==> config.mk <==
export PLATFORM = sky130hd
export DESIGN_NAME = imf_sift_check
export DESIGN_NICKNAME = d
export VERILOG_FILES = /design/src/rtl/emd_pkg.sv /design/src/rtl/extrema_zc_detect.sv /design/src/rtl/imf_sift_check.sv
export SDC_FILE = /design/constraint.sdc
export NUM_CORES = 1
export LEC_CHECK = 0
export CORE_MARGIN = 2
export CORE_UTILIZATION = 40
export DETAILED_ROUTE_END_ITERATION = 12
export GPL_TIMING_DRIVEN = 0
export SLEW_MARGIN = 10
export SYNTH_ARGS = -nofsm -noshare
export SYNTH_HDL_FRONTEND = slang
export SYNTH_HIERARCHICAL = 1
export SYNTH_SLANG_ARGS = --single-unit
==> constraint.sdc <==
create_clock -name CLK -period 9.58 [get_ports CLK]
set_input_delay 2.874 -clock CLK [delete_from_list [all_inputs] [get_ports CLK]]
set_output_delay 2.874 -clock CLK [all_outputs]
set_load 0.01 [all_outputs]
==> src/rtl/emd_pkg.sv <==
// ============================================================================
// Module : emd_pkg
// Shared sample/count types and sifting-decision FSM states for the EMD path.
// Rev    : 1.0
// ============================================================================
`default_nettype none

package emd_pkg;

    localparam int DATA_W    = 16;
    localparam int CNT_W_DEF = 9;

    typedef logic signed [DATA_W-1:0] sample_t;
    typedef logic [CNT_W_DEF-1:0]     count_t;

    typedef enum logic [1:0] {
        IDLE   = 2'd0,
        RUN    = 2'd1,
        DECIDE = 2'd2
    } state_t;

endpackage

`default_nettype wire

==> src/rtl/extrema_zc_detect.sv <==
// ============================================================================
// Module : extrema_zc_detect
// 3-sample window; flags judge the middle sample (extrema) and the last step (zc).
// Rev    : 1.0
// ============================================================================
`default_nettype none

module extrema_zc_detect
    import emd_pkg::*;
(
    input  logic    CLK,
    input  logic    RST_N,
    input  logic    clear,
    input  logic    accept,
    input  sample_t h_in,
    output logic    is_max,
    output logic    is_min,
    output logic    is_zc
);

    sample_t    w1;
    sample_t    w2;
    logic [1:0] fill;

    always_ff @(posedge CLK or negedge RST_N) begin
        if (!RST_N) begin
            w1   <= '0;
            w2   <= '0;
            fill <= 2'd0;
        end else if (clear) begin
            // A restarting sample becomes h[0] of the new frame
            w2   <= '0;
            w1   <= accept ? h_in : '0;
            fill <= accept ? 2'd1 : 2'd0;
        end else if (accept) begin
            w2 <= w1;
            w1 <= h_in;
            if (fill != 2'd2)
                fill <= fill + 2'd1;
        end
    end

    assign is_max = (fill == 2'd2) && (w1 > w2) && (w1 >= h_in);
    assign is_min = (fill == 2'd2) && (w1 < w2) && (w1 <= h_in);
    assign is_zc  = (fill != 2'd0) && (w1[DATA_W-1] != h_in[DATA_W-1]);

endmodule

`default_nettype wire

==> src/rtl/imf_sift_check.sv <==
// ============================================================================
// Module : imf_sift_check
// Counts extrema/zero crossings of one h(t) frame and issues the sift decision.
// Rev    : 1.0
// ============================================================================
`default_nettype none

module imf_sift_check
    import emd_pkg::*;
#(
    parameter int FRAME_LEN = 256,
    parameter int CNT_W     = 9,
    parameter int MAX_ITER  = 10,
    parameter int ITER_W    = 4
) (
    input  logic                     CLK,
    input  logic                     RST_N,
    input  logic                     start,
    input  logic                     new_mode,
    input  logic signed [DATA_W-1:0] h_in,
    input  logic                     h_valid,
    output logic                     busy,
    output logic                     done,
    output logic                     is_imf,
    output logic                     sift_again,
    output logic                     forced,
    output logic [CNT_W-1:0]         n_max,
    output logic [CNT_W-1:0]         n_min,
    output logic [CNT_W-1:0]         n_zc,
    output logic [ITER_W-1:0]        iter_cnt
);

    localparam logic [CNT_W-1:0]  LAST_IDX = CNT_W'(FRAME_LEN - 1);
    localparam logic [CNT_W-1:0]  CNT_ONE  = CNT_W'(1);
    localparam logic [CNT_W:0]    EXT_ONE  = (CNT_W+1)'(1);
    localparam logic [ITER_W:0]   ITER_CAP = (ITER_W+1)'(MAX_ITER);

    state_t           state;
    logic [CNT_W-1:0] idx;
    logic [CNT_W-1:0] cnt_max;
    logic [CNT_W-1:0] cnt_min;
    logic [CNT_W-1:0] cnt_zc;

    logic             det_accept;
    logic             is_max;
    logic             is_min;
    logic             is_zc;

    logic [CNT_W:0]   ext;
    logic [CNT_W:0]   zc_ext;
    logic             ok;
    logic [ITER_W:0]  iter_inc;
    logic             cap;
    logic [ITER_W-1:0] iter_next;
    logic             accept_imf;

    assign det_accept = h_valid && (start || (state == RUN));

    extrema_zc_detect u_detect (
        .CLK    (CLK),
        .RST_N  (RST_N),
        .clear  (start),
        .accept (det_accept),
        .h_in   (h_in),
        .is_max (is_max),
        .is_min (is_min),
        .is_zc  (is_zc)
    );

    assign busy = (state != IDLE);

    always_comb begin
        ext        = {1'b0, cnt_max} + {1'b0, cnt_min};
        zc_ext     = {1'b0, cnt_zc};
        ok         = (ext >= zc_ext) ? ((ext - zc_ext) <= EXT_ONE)
                                     : ((zc_ext - ext) <= EXT_ONE);
        iter_inc   = {1'b0, iter_cnt} + (ITER_W+1)'(1);
        cap        = (iter_inc >= ITER_CAP);
        iter_next  = cap ? ITER_W'(MAX_ITER) : iter_inc[ITER_W-1:0];
        accept_imf = ok || cap;
    end

    always_ff @(posedge CLK or negedge RST_N) begin
        if (!RST_N) begin
            state      <= IDLE;
            idx        <= '0;
            cnt_max    <= '0;
            cnt_min    <= '0;
            cnt_zc     <= '0;
            done       <= 1'b0;
            is_imf     <= 1'b0;
            sift_again <= 1'b0;
            forced     <= 1'b0;
            n_max      <= '0;
            n_min      <= '0;
            n_zc       <= '0;
            iter_cnt   <= '0;
        end else begin
            done <= 1'b0;
            if (start) begin
                state   <= RUN;
                idx     <= h_valid ? CNT_ONE : '0;
                cnt_max <= '0;
                cnt_min <= '0;
                cnt_zc  <= '0;
            end else begin
                case (state)
                    IDLE: begin
                    end
                    RUN: begin
                        if (h_valid) begin
                            idx <= idx + CNT_ONE;
                            if (is_max && (cnt_max != '1)) cnt_max <= cnt_max + CNT_ONE;
                            if (is_min && (cnt_min != '1)) cnt_min <= cnt_min + CNT_ONE;
                            if (is_zc  && (cnt_zc  != '1)) cnt_zc  <= cnt_zc  + CNT_ONE;
                            if (idx == LAST_IDX)
                                state <= DECIDE;
                        end
                    end
                    DECIDE: begin
                        n_max      <= cnt_max;
                        n_min      <= cnt_min;
                        n_zc       <= cnt_zc;
                        is_imf     <= accept_imf;
                        sift_again <= !accept_imf;
                        forced     <= accept_imf && !ok;
                        done       <= 1'b1;
                        state      <= IDLE;
                    end
                    default: state <= IDLE;
                endcase
            end

            // done/is_imf here are the previous cycle's registered values
            if (new_mode)
                iter_cnt <= '0;
            else if (!start && (state == DECIDE))
                iter_cnt <= iter_next;
            else if (done && is_imf)
                iter_cnt <= '0;
        end
    end

endmodule

`default_nettype wire

## Word-level counts from Yosys, hierarchy flattened

Cells that the tools add are included.

| cells by class | value |
|---|---|
| add/subtract/negate cells | 9 |
| multiply operators | 0 |
| divide/modulo/power cells | 0 |
| $lt $le $gt $ge | 8 |
| eq/ne operators | 12 |
| shift operators | 0 |
| multiplexer cells | 36 |
| bitwise gates (word level) | 1 |
| reduce and logical (&&, ||, !) cells | 35 |

Operators with widths:

| operator | count |
|---|---|
| 2-to-1 mux 9 bit | 15 |
| 2-to-1 mux 16 bit | 5 |
| adder 9 x 1 -> 9 bit, second input constant | 4 |
| != test 9 bit, second input constant | 3 |
| <= comparator 10 x 1 -> 1 bit, second input constant | 2 |
| nonzero test 2 bit | 9 |
| greater-or-equal comparator 16 bit | 1 |
| greater-than comparator 16 bit | 1 |
| <= comparator 16 bit | 1 |
| less-than comparator 16 bit | 1 |
| 2-to-1 mux 4 bit | 4 |
| logical AND 1 bit | 12 |
| 2-to-1 mux 2 bit | 6 |
| AND reduction 3 bit | 4 |
| adder 9 x 9 -> 10 bit | 1 |
| greater-or-equal comparator 10 x 9 -> 1 bit | 1 |
| subtractor 10 x 9 -> 10 bit | 1 |
| subtractor 9 x 10 -> 10 bit | 1 |
| == test 9 x 8 -> 1 bit, second input constant | 1 |
| AND reduction 2 bit | 3 |
| adder 4 x 1 -> 5 bit, second input constant | 1 |
| greater-or-equal comparator 5 x 4 -> 1 bit, second input constant | 1 |
| 2-to-1 mux 1 bit | 5 |
| == test 2 bit, second input constant | 2 |
| other kinds (12) | 16 |

| word-level totals | value |
|---|---|
| register bits after elaboration | 107 |
| latch bits | 0 |
| memory bits (writable) | 0 |
| ROM bits | 0 |
| input port bits | 21 |
| logic and storage cells | 117 |
| memories | 0 |

## Logic depth before layout (Yosys ltp)

Gate-level depths: netlist of the first run.

| logic depth | value |
|---|---|
| depth after elaboration | 8 |
| gate-level depth with buffers | 18 |

## Hierarchy

Netlist of the first run, hierarchy kept.

Modules (own cells, without submodules):

| module | instances | cells an instance | area each (um^2) | seq. area each (um^2) |
|---|---|---|---|---|
| imf_sift_check | 1 | 501 | 4529.3 | 1826.8 |
| extrema_zc_detect | 1 | 224 | 2200.9 | 850.8 |

## Least setup slack after synthesis of the first run

Ideal clock, no wire load.

| timing path | value |
|---|---|
| kind | input -> register |
| from | input h_in[13] |
| to | register cnt_min[7] |
| library setup time | 0.132 ns |
| data arrival time | 5.162 ns |
| data required time | 9.448 ns |
| slack | 4.286 ns |
| cell stages on the path | 13 |
| path buffers | 0 |
| cells stage by stage | inv_1 > ha_1 > a21o_1 > a2111o_1 > a221oi_2 > a21oi_1 > a211oi_2 > nor3b_4 > nand4_1 > nor2_1 > nand4_1 > xor2_1 > nor2_1 |

| on the way | value |
|---|---|
| longest elaborated chain between the ends | 5 |

RTL lines:

| what | line | source |
|---|---|---|
| from (decl) | imf_sift_check.sv:20 | `input logic signed [DATA_W-1:0] h_in,` |
| <= comparator 16 bit | extrema_zc_detect.sv:44 | `assign is_min = (fill == 2'd2) && (w1 < w2) && (w1 <= h_in);` |
| logical AND 1 bit | extrema_zc_detect.sv:44 |  |
| net is_min | imf_sift_check.sv:46 | `logic is_min;` |
| logical AND 1 bit | imf_sift_check.sv:114 | `if (is_min && (cnt_min != '1)) cnt_min <= cnt_min + CNT_ONE;` |
| nonzero test 2 bit (no source line) | -- |  |
| AND reduction 3 bit (no source line) | -- |  |
| to (signal assigned) | imf_sift_check.sv:114 |  |
| to (decl) | imf_sift_check.sv:41 | `logic [CNT_W-1:0] cnt_min;` |

The timed path passes the listed nets, and every way through them passes these cells.
A chain may end at the register's enable or synchronous reset.

## Final worst setup path of the first run

Same ends and word-level chain as after synthesis.

==> results of run 1 <==
-- worst paths after layout --
path | to | slack, ns | cells after the start
setup reg to reg | is_imf | 5.78 | 18
max in group asynchronous | n_max[3] | 6.47 | 2
min in group asynchronous | u_detect/w2[3] | 2.46 | 1
hold / removal | n_min[7] | 0.48 | 2
setup / recovery | cnt_min[7] | 3.73 | 14
hold reg to reg | n_min[7] | 0.48 | 2
-- final cells by class --
type / count / share of cell area (%)
buffer: 25 / 1.49
clock buffer: 10 / 3.02
clock inverter: 6 / 0.902
inverter: 68 / 3.23
multi-input combinational: 525 / 46.5
sequential: 107 / 33.9
tap: 220 / 3.48
timing repair buffer: 57 / 7.45
-- synthesized netlist by cell type, drive strengths merged, types with 10 or more instances --
master / count
o21ai: 30
clkbuf: 15
inv: 68
xor2: 23
xnor2: 18
mux2i: 23
a21oi: 39
nand3: 11
ha: 71
nor2: 72
dfrtp: 107
nand4: 19
a21o: 12
and3: 10
buf: 10
nand2: 100
a22o: 17
-- cells by family after synthesis --
kind of cell    after synthesis
compound gates              139
xor+xnor                     41
fa+ha+maj                    74
buf+inv                      93
flops                       107
mux                          24
simple gates                247
-- routing by layer --
metal	wire length (microns)	GRT usage, %
met1	8110	27.1
met2	7290	30.4
met3	413	2.40
met4	250	6.26
met5	0	0
-- state kept, by name, indices dropped and copies added (netlist names) --
name	count
cnt_min	9
n_min	9
is_imf	1
u_detect/w1	16
u_detect/w2	16
sift_again	1
forced	1
idx	9
done	1
u_detect/fill	2
state	2
n_zc	9
n_max	9
iter_cnt	4
cnt_max	9
cnt_zc	9
-- worst register-to-register path, cell delays in order (launching register included) --
cell and delay [ns]:
dfrtp_1 0.47, ha_1 0.25, inv_1 0.07, fa_1 0.20, nor2b_1 0.06, o21ai_1 0.11, nand2b_1 0.09, a21o_1 0.19
a21o_1 0.20, a31oi_1 0.29, xnor2_1 0.11, ha_1 0.28, clkbuf_1 0.29, nand4_1 0.19, a31oi_1 0.25, a21oi_1 0.06
o21ai_0 0.15, and4_1 0.32, o22a_1 0.16
-- power by group --
| group | switching, mW | internal (mW) | total [mW] |
|---|---|---|---|
| registers | 0.0118 | 0.463 | 0.475 |
| clock network | 0.175 | 0.212 | 0.387 |
| logic | 0.0805 | 0.0617 | 0.142 |
| total | 0.267 | 0.737 | 1.00 |
-- metrics by stage --
stage                     setup slack [ns]  power (mW)  utilization [%]  std cells
final                                 3.73        1.00             47.8       1018
after CTS                             3.72        1.02             47.8       1018
after floorplan                       4.29       0.576                -        725
after global placement                1.53       0.622             45.8       1001
after global routing                  3.48        1.06             47.8       1018
after detailed placement              3.35       0.626             46.0       1002
==> results.cfg, run 1 <==
[worst_hold_path]
hold_start = n_min[7]
hold_class = reg2reg

[worst_setup_path]
required_ns = 9.81
path_buf_inv = 2
cp-start-kind = primary input
critPathKind = in2reg
crit_family = compound AO/OA/AOI/OAI gates
slowest_delay_ns = 0.50
crit_chain = clkdlybuf4s50_1 > inv_1 > ha_1 > a21o_1 > a2111o_1 > a221oi_2 > a21oi_1 > a211oi_2 > nor3b_4 > nand4_1 > nor2_1 > nand4_1 > xor2_1 > nor2_1
r2r_start = cnt_max[0]
crit_path_top_delay_cell = clkdlybuf4s50_1
critical_path.max_fanout = 6
crit_arrival_ns = 6.08
end_kind = flop
setup.worst_path.start = h_in[13]

[logic_synthesis]
synth-main-ff-cell = dfrtp_1
ys_types = 64
synth_top_area_cell = dfrtp_1
synthCells = 725
synthTopCellsByArea = dfrtp_1, ha_1, nand2_1
synth_xor_area_share_pct = 5.34
syn_area_sq_um = 6730
ys_seq_area_share_pct = 39.8
synth_top_family_by_area = simple AND/OR/NAND/NOR gates
synth_warnings = 6
synth_edf_count = 0
synthAdderAreaFrac_pct = 14.1
synth_top_area_share_pct = 39.8
ys_ff_latch = 107
synth_nets = 820
synth_simple_gate_area_share_pct = 17.4
avgSynthCellArea_sq_um = 9.28
synthMuxAreaShare_pct = 3.59
async_reset_ff_share_pct = 100
synth_compound_area_share_pct = 14.3

[finish]
areaGrowthSynthToFinish_pct = 17.5
fill_cells = 1575
drive_gt1_share_pct = 6.14
final-seq-area_sq_um = 2680
nets = 888
fin_area_sq_um = 7910
n_antenna_cell = 0
final_cell_mix = dfrtp_1, nand2_1, nor2_1, ha_1, inv_1
multi_input_area_sq_um = 3680
layout_commonest_cell = dfrtp_1

[run_status]
status = complete, no violations

[clock_network]
cts_made_buffers = 9
postCtsHoldBufs = 0
cts_resized = 0
clkLatencyLatePin_ns = 0.35
htreeDepth = 3
cts-root-buf = clkbuf_16
post_cts_buffers = 0
cts_tree = yes
path_clk_slew_ns = 0.07
clockBufferDepth = 2
cts_sinks = 107

[detailed_routing]
drc_errors = 0
via_per_inst = 5.21
wirelength_microns = 16100
dr_total_vias = 5302
detail-route-antenna-nets = 0
drt_iter0_drc = 272
drtPass1Iterations = 5
wl_per_cell_microns = 15.8

[die]
rows = 47
die_width_microns = 134
core_sq_um = 16500
io_pins = 57
die_y_microns = 134
die-area_sq_um = 17900
start_util_pct = 40.7

[sta]
relSlewSlack_pct = 59.2
max_freq_mhz = 171
rsz0062_at_grt = false
period_share_pct = 61.1
hold_violations = 0
hold_ws_ns = 0.475
finalSetupViolCount = 0
skew_ns = 0.00941
fin_setup_tns_ns = 0
final-max-slew-violation-count = 0
worstMarginPinSlew_ns = 0.612
period_minus_slack_ns = 5.85

[placement]
port_buffers = 56
gp_congestion = 0.885
dp_hpwl_microns = 12400
place_area_sq_um = 7590

[grt]
grtUsageTotal_pct = 19.1
grt_max_degree = 61
first_global_vias = 5357
overflow = 0
grt_antenna_before_repair = 0
grt_first_pass_wirelength_microns = 27200

[power_and_ir_drop]
ir_worst_vdd_mv = 0.0918
power.density_nw_per_um2 = 127
total_leakage_power_nw = 3.77

[run]
drv_cap = 0
Note: power is estimated with default switching activity, not from simulation.
==> run 2, diff against run 1 <==
- clock period: 9.58 -> 5.65 ns (I/O delays scaled with it)
==> results of run 2 <==
Same layout as run 1 (identical final DEF). Status: complete, no violations.
Among the figures that moved: setup slack after placement 3.35 ns -> 0.603 ns; setup slack after layout 3.73 ns -> 0.979 ns; register-to-register setup slack 5.78 ns -> 1.85 ns; total power 1.00 mW -> 1.70 mW; worst IR drop on VDD 0.0918 mV -> 0.156 mV
